File: src/rtl/cjtag_pkg.sv
`timescale 1ns/1ps
`default_nettype none
// ============================================================================
//  Module      : cjtag_pkg
//  Description : Shared types and constants for the cJTAG-to-JTAG bridge.
//  Revision    : 1.0 - initial release
// ============================================================================
package cjtag_pkg;

    typedef enum logic [1:0] {
        OFFLINE  = 2'd0,
        ACTIVATE = 2'd1,
        ONLINE   = 2'd2
    } state_e;

    typedef enum logic [1:0] {
        ESC_NONE  = 2'd0,
        ESC_DESEL = 2'd1,
        ESC_SEL   = 2'd2,
        ESC_RST   = 2'd3
    } esc_e;

    localparam logic [3:0] C_OAC_OSCAN1    = 4'hC;
    localparam logic [3:0] C_EC_OSCAN1     = 4'h8;

    localparam logic [3:0] ESC_DESEL_MIN   = 4'd4;
    localparam logic [3:0] ESC_SEL_MIN     = 4'd6;
    localparam logic [3:0] ESC_RST_MIN     = 4'd8;

    localparam int         SYNC_MIN_STAGES = 2;
    localparam int         ACT_BITS        = 12;

    // Counts below the deselect threshold are not escapes and are ignored.
    function automatic esc_e esc_classify(input logic [3:0] cnt);
        esc_e res;
        if (cnt >= ESC_RST_MIN) begin
            res = ESC_RST;
        end else if (cnt >= ESC_SEL_MIN) begin
            res = ESC_SEL;
        end else if (cnt >= ESC_DESEL_MIN) begin
            res = ESC_DESEL;
        end else begin
            res = ESC_NONE;
        end
        return res;
    endfunction

endpackage
`default_nettype wire

File: src/rtl/cjtag_sync.sv
`timescale 1ns/1ps
`default_nettype none
// ============================================================================
//  Module      : cjtag_sync
//  Description : N-stage flop synchronizer with asynchronous active-low reset.
//  Revision    : 1.0 - initial release
// ============================================================================
module cjtag_sync
    import cjtag_pkg::*;
#(
    parameter int   STAGES  = 2,
    parameter logic RST_VAL = 1'b0
) (
    input  logic clk_i,
    input  logic rst_ni,
    input  logic d_i,
    output logic q_o
);

    localparam int DEPTH = (STAGES < SYNC_MIN_STAGES) ? SYNC_MIN_STAGES : STAGES;

    logic [DEPTH-1:0] sync_q;

    always_ff @(posedge clk_i or negedge rst_ni) begin
        if (!rst_ni) begin
            sync_q <= {DEPTH{RST_VAL}};
        end else begin
            sync_q <= {sync_q[DEPTH-2:0], d_i};
        end
    end

    assign q_o = sync_q[DEPTH-1];

endmodule
`default_nettype wire

File: src/rtl/cjtag_bridge_core.sv
`timescale 1ns/1ps
`default_nettype none
// ============================================================================
//  Module      : cjtag_bridge_core
//  Description : 2-pin cJTAG (OScan1) to 4-wire JTAG bridge, oversampled by clk_i.
//  Revision    : 1.0 - initial release
// ============================================================================
module cjtag_bridge_core
    import cjtag_pkg::*;
#(
    parameter int         SYNC_STAGES = 2,
    parameter logic [3:0] OAC_OSCAN1  = C_OAC_OSCAN1,
    parameter logic [3:0] EC_OSCAN1   = C_EC_OSCAN1
) (
    input  logic clk_i,
    input  logic ntrst_i,
    input  logic tckc_i,
    input  logic tmsc_i,
    output logic tmsc_o,
    output logic tmsc_oen,
    output logic tck_o,
    output logic tms_o,
    output logic tdi_o,
    input  logic tdo_i,
    output logic online_o,
    output logic nsp_o
);

    logic tckc_s;
    logic tmsc_s;

    cjtag_sync #(
        .STAGES  (SYNC_STAGES),
        .RST_VAL (1'b0)
    ) u_sync_tckc (
        .clk_i  (clk_i),
        .rst_ni (ntrst_i),
        .d_i    (tckc_i),
        .q_o    (tckc_s)
    );

    cjtag_sync #(
        .STAGES  (SYNC_STAGES),
        .RST_VAL (1'b0)
    ) u_sync_tmsc (
        .clk_i  (clk_i),
        .rst_ni (ntrst_i),
        .d_i    (tmsc_i),
        .q_o    (tmsc_s)
    );

    state_e                state_q,    state_d;
    logic                  tckc_prev_q;
    logic                  tmsc_prev_q;
    logic [3:0]            esc_cnt_q,  esc_cnt_d;
    logic [ACT_BITS-1:0]   act_sr_q,   act_sr_d;
    logic [3:0]            act_cnt_q,  act_cnt_d;
    logic [1:0]            slot_q,     slot_d;
    logic                  tck_q,      tck_d;
    logic                  tms_q,      tms_d;
    logic                  tdi_q,      tdi_d;
    logic                  tmsc_out_q, tmsc_out_d;
    logic                  oen_q,      oen_d;

    logic                  w_tckc_rise;
    logic                  w_tckc_fall;
    logic                  w_tmsc_edge;
    esc_e                  w_esc;
    logic [ACT_BITS-1:0]   w_act_shift;

    assign w_tckc_rise = tckc_s & ~tckc_prev_q;
    assign w_tckc_fall = ~tckc_s & tckc_prev_q;
    assign w_tmsc_edge = tmsc_s ^ tmsc_prev_q;
    assign w_esc       = esc_classify(esc_cnt_q);
    assign w_act_shift = {tmsc_s, act_sr_q[ACT_BITS-1:1]};

    always_ff @(posedge clk_i or negedge ntrst_i) begin
        if (!ntrst_i) begin
            state_q     <= OFFLINE;
            tckc_prev_q <= 1'b0;
            tmsc_prev_q <= 1'b0;
            esc_cnt_q   <= 4'd0;
            act_sr_q    <= '0;
            act_cnt_q   <= 4'd0;
            slot_q      <= 2'd0;
            tck_q       <= 1'b0;
            tms_q       <= 1'b1;
            tdi_q       <= 1'b0;
            tmsc_out_q  <= 1'b0;
            oen_q       <= 1'b1;
        end else begin
            state_q     <= state_d;
            tckc_prev_q <= tckc_s;
            tmsc_prev_q <= tmsc_s;
            esc_cnt_q   <= esc_cnt_d;
            act_sr_q    <= act_sr_d;
            act_cnt_q   <= act_cnt_d;
            slot_q      <= slot_d;
            tck_q       <= tck_d;
            tms_q       <= tms_d;
            tdi_q       <= tdi_d;
            tmsc_out_q  <= tmsc_out_d;
            oen_q       <= oen_d;
        end
    end

    always_comb begin
        state_d    = state_q;
        esc_cnt_d  = esc_cnt_q;
        act_sr_d   = act_sr_q;
        act_cnt_d  = act_cnt_q;
        slot_d     = slot_q;
        tck_d      = tck_q;
        tms_d      = tms_q;
        tdi_d      = tdi_q;
        tmsc_out_d = tmsc_out_q;
        oen_d      = oen_q;

        // Edges the bridge itself causes while driving the pad must not look like escapes.
        if (w_tckc_rise) begin
            esc_cnt_d = 4'd0;
        end else if (tckc_s && w_tmsc_edge && oen_q && (esc_cnt_q != 4'hF)) begin
            esc_cnt_d = esc_cnt_q + 4'd1;
        end

        if (w_tckc_fall && (w_esc != ESC_NONE)) begin
            slot_d     = 2'd0;
            tck_d      = 1'b0;
            tms_d      = 1'b1;
            tdi_d      = 1'b0;
            tmsc_out_d = 1'b0;
            oen_d      = 1'b1;
            act_sr_d   = '0;
            act_cnt_d  = 4'd0;
            state_d    = (w_esc == ESC_SEL) ? ACTIVATE : OFFLINE;
        end else begin
            unique case (state_q)
                OFFLINE: begin
                    state_d = OFFLINE;
                end
                ACTIVATE: begin
                    if (w_tckc_rise) begin
                        act_sr_d  = w_act_shift;
                        act_cnt_d = act_cnt_q + 4'd1;
                        if (act_cnt_q == 4'(ACT_BITS - 1)) begin
                            act_cnt_d = 4'd0;
                            slot_d    = 2'd0;
                            if ((w_act_shift[3:0] == OAC_OSCAN1) &&
                                (w_act_shift[7:4] == EC_OSCAN1)) begin
                                state_d = ONLINE;
                            end else begin
                                state_d = OFFLINE;
                            end
                        end
                    end
                end
                ONLINE: begin
                    if (w_tckc_rise) begin
                        unique case (slot_q)
                            2'd0: begin
                                tdi_d  = ~tmsc_s;
                                slot_d = 2'd1;
                            end
                            2'd1: begin
                                tms_d  = tmsc_s;
                                slot_d = 2'd2;
                            end
                            default: begin
                                tck_d  = 1'b1;
                                slot_d = 2'd0;
                            end
                        endcase
                    end
                    // slot_q already points at the next slot, so 2 means slot1 just ended.
                    if (w_tckc_fall) begin
                        if (slot_q == 2'd2) begin
                            tmsc_out_d = tdo_i;
                            oen_d      = 1'b0;
                        end else if (slot_q == 2'd0) begin
                            tck_d = 1'b0;
                            oen_d = 1'b1;
                        end
                    end
                end
                default: begin
                    state_d = OFFLINE;
                end
            endcase
        end
    end

    assign tck_o    = tck_q;
    assign tms_o    = tms_q;
    assign tdi_o    = tdi_q;
    assign tmsc_o   = tmsc_out_q;
    assign tmsc_oen = oen_q;
    assign online_o = (state_q == ONLINE);
    assign nsp_o    = ~(state_q == ONLINE);

endmodule
`default_nettype wire

File: config.mk
export PLATFORM = sky130hd
export DESIGN_NAME = cjtag_bridge_core
export DESIGN_NICKNAME = d
export VERILOG_FILES = /design/src/rtl/cjtag_pkg.sv /design/src/rtl/cjtag_sync.sv /design/src/rtl/cjtag_bridge_core.sv
export SDC_FILE = /design/constraint.sdc
export NUM_CORES = 1
export LEC_CHECK = 0
export ABC_AREA = 1
export CORE_MARGIN = 2
export CORE_UTILIZATION = 60
export DETAILED_ROUTE_END_ITERATION = 6
export GPL_ROUTABILITY_DRIVEN = 1
export HOLD_SLACK_MARGIN = 0.12
export PLACE_DENSITY = 0.81
export SYNTH_ARGS = -nofsm -noshare
export SYNTH_HDL_FRONTEND = slang
export SYNTH_HIERARCHICAL = 1
export SYNTH_SLANG_ARGS = --single-unit
File: constraint.sdc
create_clock -name clk_i -period 2.75 [get_ports clk_i]
set_clock_uncertainty 0.2 [all_clocks]
set_input_delay 0.55 -clock clk_i [delete_from_list [all_inputs] [get_ports clk_i]]
set_output_delay 0.55 -clock clk_i [all_outputs]
set_load 0.05 [all_outputs]
==> flow_summary.html <==
<table>
<tr><th>Metric</th><th>Value</th></tr>
<tr><th colspan="2">Timing</th></tr>
<tr><td>Worst setup margin</td><td>120 ps</td></tr>
<tr><td>Unrepaired setup endpoints after global routing</td><td>false</td></tr>
<tr><td>Final worst-path cycle share</td><td>approximately 96%</td></tr>
<tr><td>Endpoints failing hold</td><td>0</td></tr>
<tr><td>Worst slew margin</td><td>a little over half</td></tr>
<tr><td>Min cycle time layout</td><td>about 2600 ps</td></tr>
<tr><td>Setup-failing EPs final</td><td>0</td></tr>
<tr><td>Slew at the pin closest to its max-slew limit</td><td>694 ps</td></tr>
<tr><td>Number of max-slew violations in the final report</td><td>0</td></tr>
<tr><td>Post-Route Hold Slack</td><td>159 ps</td></tr>
<tr><td>Sum of negative setup slack</td><td>0 ps</td></tr>
<tr><td>Max frequency</td><td>~0.38 GHz</td></tr>
<tr><th colspan="2">Cells and area</th></tr>
<tr><td>Number of diodes</td><td>0</td></tr>
<tr><td>Final design utilization</td><td>71.5%</td></tr>
<tr><td>Number of fillers in the final layout</td><td>198</td></tr>
<tr><td>Area occupied by multi-input gates</td><td>612 um2</td></tr>
<tr><td>FF/Latch Area</td><td>853 um2</td></tr>
<tr><td>Synth-to-Final Area Change</td><td>10.7%</td></tr>
<tr><td>Share of layout cells above drive strength 1</td><td>8.25%</td></tr>
<tr><td>Number of nets in the finished design</td><td>213</td></tr>
<tr><th colspan="2">GRT</th></tr>
<tr><td>Via count of the first global-routing pass</td><td>1256</td></tr>
<tr><td>Wire length of the first global-routing pass</td><td>5130 um</td></tr>
<tr><td>Antenna violations before repair</td><td>0</td></tr>
<tr><td>Pin count of the biggest net entering global routing</td><td>35</td></tr>
<tr><td>Overall Global Routing Usage</td><td>21.1%</td></tr>
<tr><td>Total gr overflow</td><td>0</td></tr>
<tr><th colspan="2">Clocking</th></tr>
<tr><td>Clk Latency, worst-skew pair</td><td>340 ps</td></tr>
<tr><td>Master cell of the clock root buffer</td><td>sky130_fd_sc_hd__clkbuf_4</td></tr>
<tr><td>H-tree lvl count</td><td>2</td></tr>
<tr><td>Clock tree from TritonCTS</td><td>yes</td></tr>
<tr><td>Clock Path Buffers</td><td>2</td></tr>
<tr><td>Number of clock sinks</td><td>34</td></tr>
<tr><td>Clock input transition at the sequential cells of the worst setup and hold paths</td><td>110 ps</td></tr>
<tr><td>Hold buffer count at cts</td><td>0</td></tr>
<tr><td>Number of cells upsized or downsized after cts</td><td>0</td></tr>
<tr><td>Clock buffer count from CTS</td><td>5</td></tr>
<tr><td>Setup Fix Bufs, Post-CTS</td><td>0</td></tr>
<tr><th colspan="2">Routing</th></tr>
<tr><td>1st-iter DRT viols</td><td>40</td></tr>
<tr><td>Drt pass-1 iters</td><td>4</td></tr>
<tr><td>Total via count in the routed design</td><td>1260</td></tr>
<tr><td>Via/cell ratio</td><td>about 5.3</td></tr>
<tr><td>Antenna-violating nets left</td><td>0</td></tr>
<tr><td>DRC violation count after routing</td><td>0</td></tr>
<tr><td>Total routed wirelength</td><td>2890 um</td></tr>
<tr><td>Post-detailed-route wirelength per cell</td><td>12.3 um</td></tr>
<tr><th colspan="2">Die</th></tr>
<tr><td>Standard-cell row count</td><td>18</td></tr>
<tr><td>DIE AREA</td><td>roughly 0.0032 mm2</td></tr>
<tr><td>Overall die width</td><td>56.3 um</td></tr>
<tr><td>Total I/O pin count</td><td>12</td></tr>
<tr><td>Die height</td><td>56.3 um</td></tr>
<tr><td>Core area</td><td>0.00254 mm2</td></tr>
<tr><td>Starting utilization of the core area</td><td>64.6%</td></tr>
<tr><th colspan="2">Synthesis</th></tr>
<tr><td>Mapped Avg Cell Area</td><td>8.52 um2</td></tr>
<tr><td>Netlist area before placement</td><td>0.00164 mm2</td></tr>
<tr><td>Sequential element share of the synthesized area</td><td>51.9%</td></tr>
<tr><td>Net Count, Synth</td><td>~200</td></tr>
<tr><td>Synthesized netlist cell count</td><td>193</td></tr>
<tr><td>Post-synthesis sequential element count</td><td>34</td></tr>
<tr><td>Library cells used by synthesis</td><td>23</td></tr>
<tr><td>Yosys warning total</td><td>6</td></tr>
<tr><th colspan="2">Setup path</th></tr>
<tr><td>CP startpoint kind</td><td>register</td></tr>
<tr><td>Worst reg2reg path startpoint</td><td>u_sync_tckc/sync_q[1]</td></tr>
<tr><td>Crit path required time</td><td>2000 ps</td></tr>
<tr><td>Worst setup slack for register-to-register paths</td><td>approximately 840 ps</td></tr>
<tr><td>Beginning of the critical path</td><td>state_q[0]</td></tr>
<tr><td>Cells on worst reg2reg path</td><td>5</td></tr>
<tr><td>Maximum fanout along the worst path</td><td>5</td></tr>
<tr><td>Reg-to-reg critical path endpoint</td><td>act_cnt_q[3]</td></tr>
<tr><td>Data arrival, critical path</td><td>1880 ps</td></tr>
<tr><td>Start-to-end type of the worst setup path</td><td>register to output port</td></tr>
<tr><td>Kind of end point of the critical path</td><td>output port</td></tr>
<tr><th colspan="2">Min path</th></tr>
<tr><td>Endpoint of the worst hold-timing path</td><td>u_sync_tmsc/sync_q[1]</td></tr>
<tr><td>Hold Path Cell Cnt</td><td>0</td></tr>
<tr><td>Worst min-delay path class</td><td>register to register</td></tr>
<tr><td>Min-Delay Startpoint</td><td>u_sync_tmsc/sync_q[0]</td></tr>
<tr><th colspan="2">Power and ir drop</th></tr>
<tr><td>Highest ir drop seen on vdd</td><td>0.520 mV</td></tr>
<tr><td>Static power due to leakage</td><td>0.000883 uW</td></tr>
<tr><td>Areal power density over the cells</td><td>498 mW/mm2</td></tr>
<tr><th colspan="2">Placement</th></tr>
<tr><td>Half-perimeter wire length of the detailed placement result</td><td>2070 um</td></tr>
<tr><td>Count of input and output buffers</td><td>11</td></tr>
<tr><td>Gp weighted congestion</td><td>0.803</td></tr>
<tr><td>Placement Setup Slack</td><td>483 ps</td></tr>
<tr><th colspan="2">Run status</th></tr>
<tr><td>Result of the run</td><td>finished clean</td></tr>
<tr><th colspan="2">Job</th></tr>
<tr><td>Max-cap violation count</td><td>0</td></tr>
</table>
layout make-up:
| cell class | count | share of cell area, % |
|---|---|---|
| sequential | 34 | 46.9 |
| timing repair buffer | 12 | 6.46 |
| inverter | 31 | 6.40 |
| clock buffer | 5 | 2.06 |
| tap | 30 | 2.06 |
| clock inverter | 3 | 2.48 |
| multi-input combinational | 121 | 33.6 |
layout by cell type (no fill, tap or decap):
cell type                         netlist  final
sky130_fd_sc_hd__clkinvlp_4             0      2
sky130_fd_sc_hd__clkbuf_4               0      5
sky130_fd_sc_hd__inv_1                 31     31
sky130_fd_sc_hd__o21ai_4                1      1
sky130_fd_sc_hd__a21oi_1                2      2
sky130_fd_sc_hd__dfrtp_1               32     32
sky130_fd_sc_hd__nand2_2                2      2
sky130_fd_sc_hd__nand2_1               40     40
sky130_fd_sc_hd__o21ai_0                9      9
sky130_fd_sc_hd__nor3_1                 2      2
sky130_fd_sc_hd__o21ai_1                7      7
sky130_fd_sc_hd__nor2_4                 1      1
sky130_fd_sc_hd__a21oi_2                1      1
sky130_fd_sc_hd__ha_1                   3      3
sky130_fd_sc_hd__nand2_4                1      1
sky130_fd_sc_hd__bufinv_16              0      1
sky130_fd_sc_hd__clkdlybuf4s50_1        0     11
sky130_fd_sc_hd__nand3_1               37     37
sky130_fd_sc_hd__o211ai_1               1      1
sky130_fd_sc_hd__nor2_1                 9      9
sky130_fd_sc_hd__dfstp_2                2      2
sky130_fd_sc_hd__nand4_1                2      2
sky130_fd_sc_hd__buf_4                  1      1
sky130_fd_sc_hd__a21boi_0               1      1
sky130_fd_sc_hd__xor2_1                 2      2
critical path, stage by stage, from the launching register on:
cell	delay, ps
sky130_fd_sc_hd__dfrtp_1	410
sky130_fd_sc_hd__nor2_1	270
sky130_fd_sc_hd__clkdlybuf4s50_1	860
worst max path at each step:
stage,end,slack (ps),cells after the start
after floorplan,nsp_o,350,2
after global placement,online_o,530,2
after detailed placement,online_o,480,2
after CTS,online_o,90,2
after global routing,online_o,50,2
final,online_o,120,2
registers in the layout, summed over array words and instances, names as in the netlist:
register / flops
state_q: 2
tck_o: 1
tckc_prev_q: 1
act_sr_q: 11
tmsc_o: 1
act_cnt_q: 4
tmsc_oen: 1
u_sync_tckc/sync_q: 2
slot_q: 2
tmsc_prev_q: 1
tdi_o: 1
esc_cnt_q: 4
u_sync_tmsc/sync_q: 2
tms_o: 1
Yosys cell counts (all sizes together):
library cell | number | area, um2
a21boi | 1 | 7.51
nor3 | 2 | 10.0
nand4 | 2 | 12.5
nand3 | 37 | 185
dfstp | 2 | 52.6
nor2 | 10 | 45.0
buf | 7 | 62.6
nand2 | 43 | 174
dfrtp | 32 | 801
inv | 31 | 116
ha | 3 | 37.5
xor2 | 2 | 17.5
a21oi | 3 | 18.8
o21ai | 17 | 96.3
o211ai | 1 | 7.51
power by group:
part	switching, uW	internal (uW)
registers	3.46	504
logic	17.1	8.24
clock network	182	191
total	202	703
kinds of logic after synthesis:
family,after synthesis,share of synthesized area (%)
fa+ha+maj,3,2.28
simple gates,94,26.0
compound gates,22,7.92
buf+inv,38,10.9
xor+xnor,2,1.07
flops,34,51.9
per-layer routing:
metal / GRT usage, % / vias to the layer above / wire, um
met5: 0 / - / 0
met4: 10.2 / 0 / 38
met3: 7.14 / 5 / 105
met2: 35.1 / 18 / 1460
met1: 24.2 / 598 / 1290
li1: - / 639 / -
per-stage QoR:
| step | power, uW | cell area [um2] | std cells |
|---|---|---|---|
| 6_report | 905 | 1820 | 236 |
| 5_1_grt | 936 | 1820 | 236 |
| 4_1_cts | 914 | 1820 | 236 |
| 3_5_place_dp | 544 | 1740 | 228 |
| 3_3_place_gp | 542 | 1740 | 228 |
| 2_1_floorplan | 525 | 1640 | 193 |
Power figures use the tool's default switching activity.
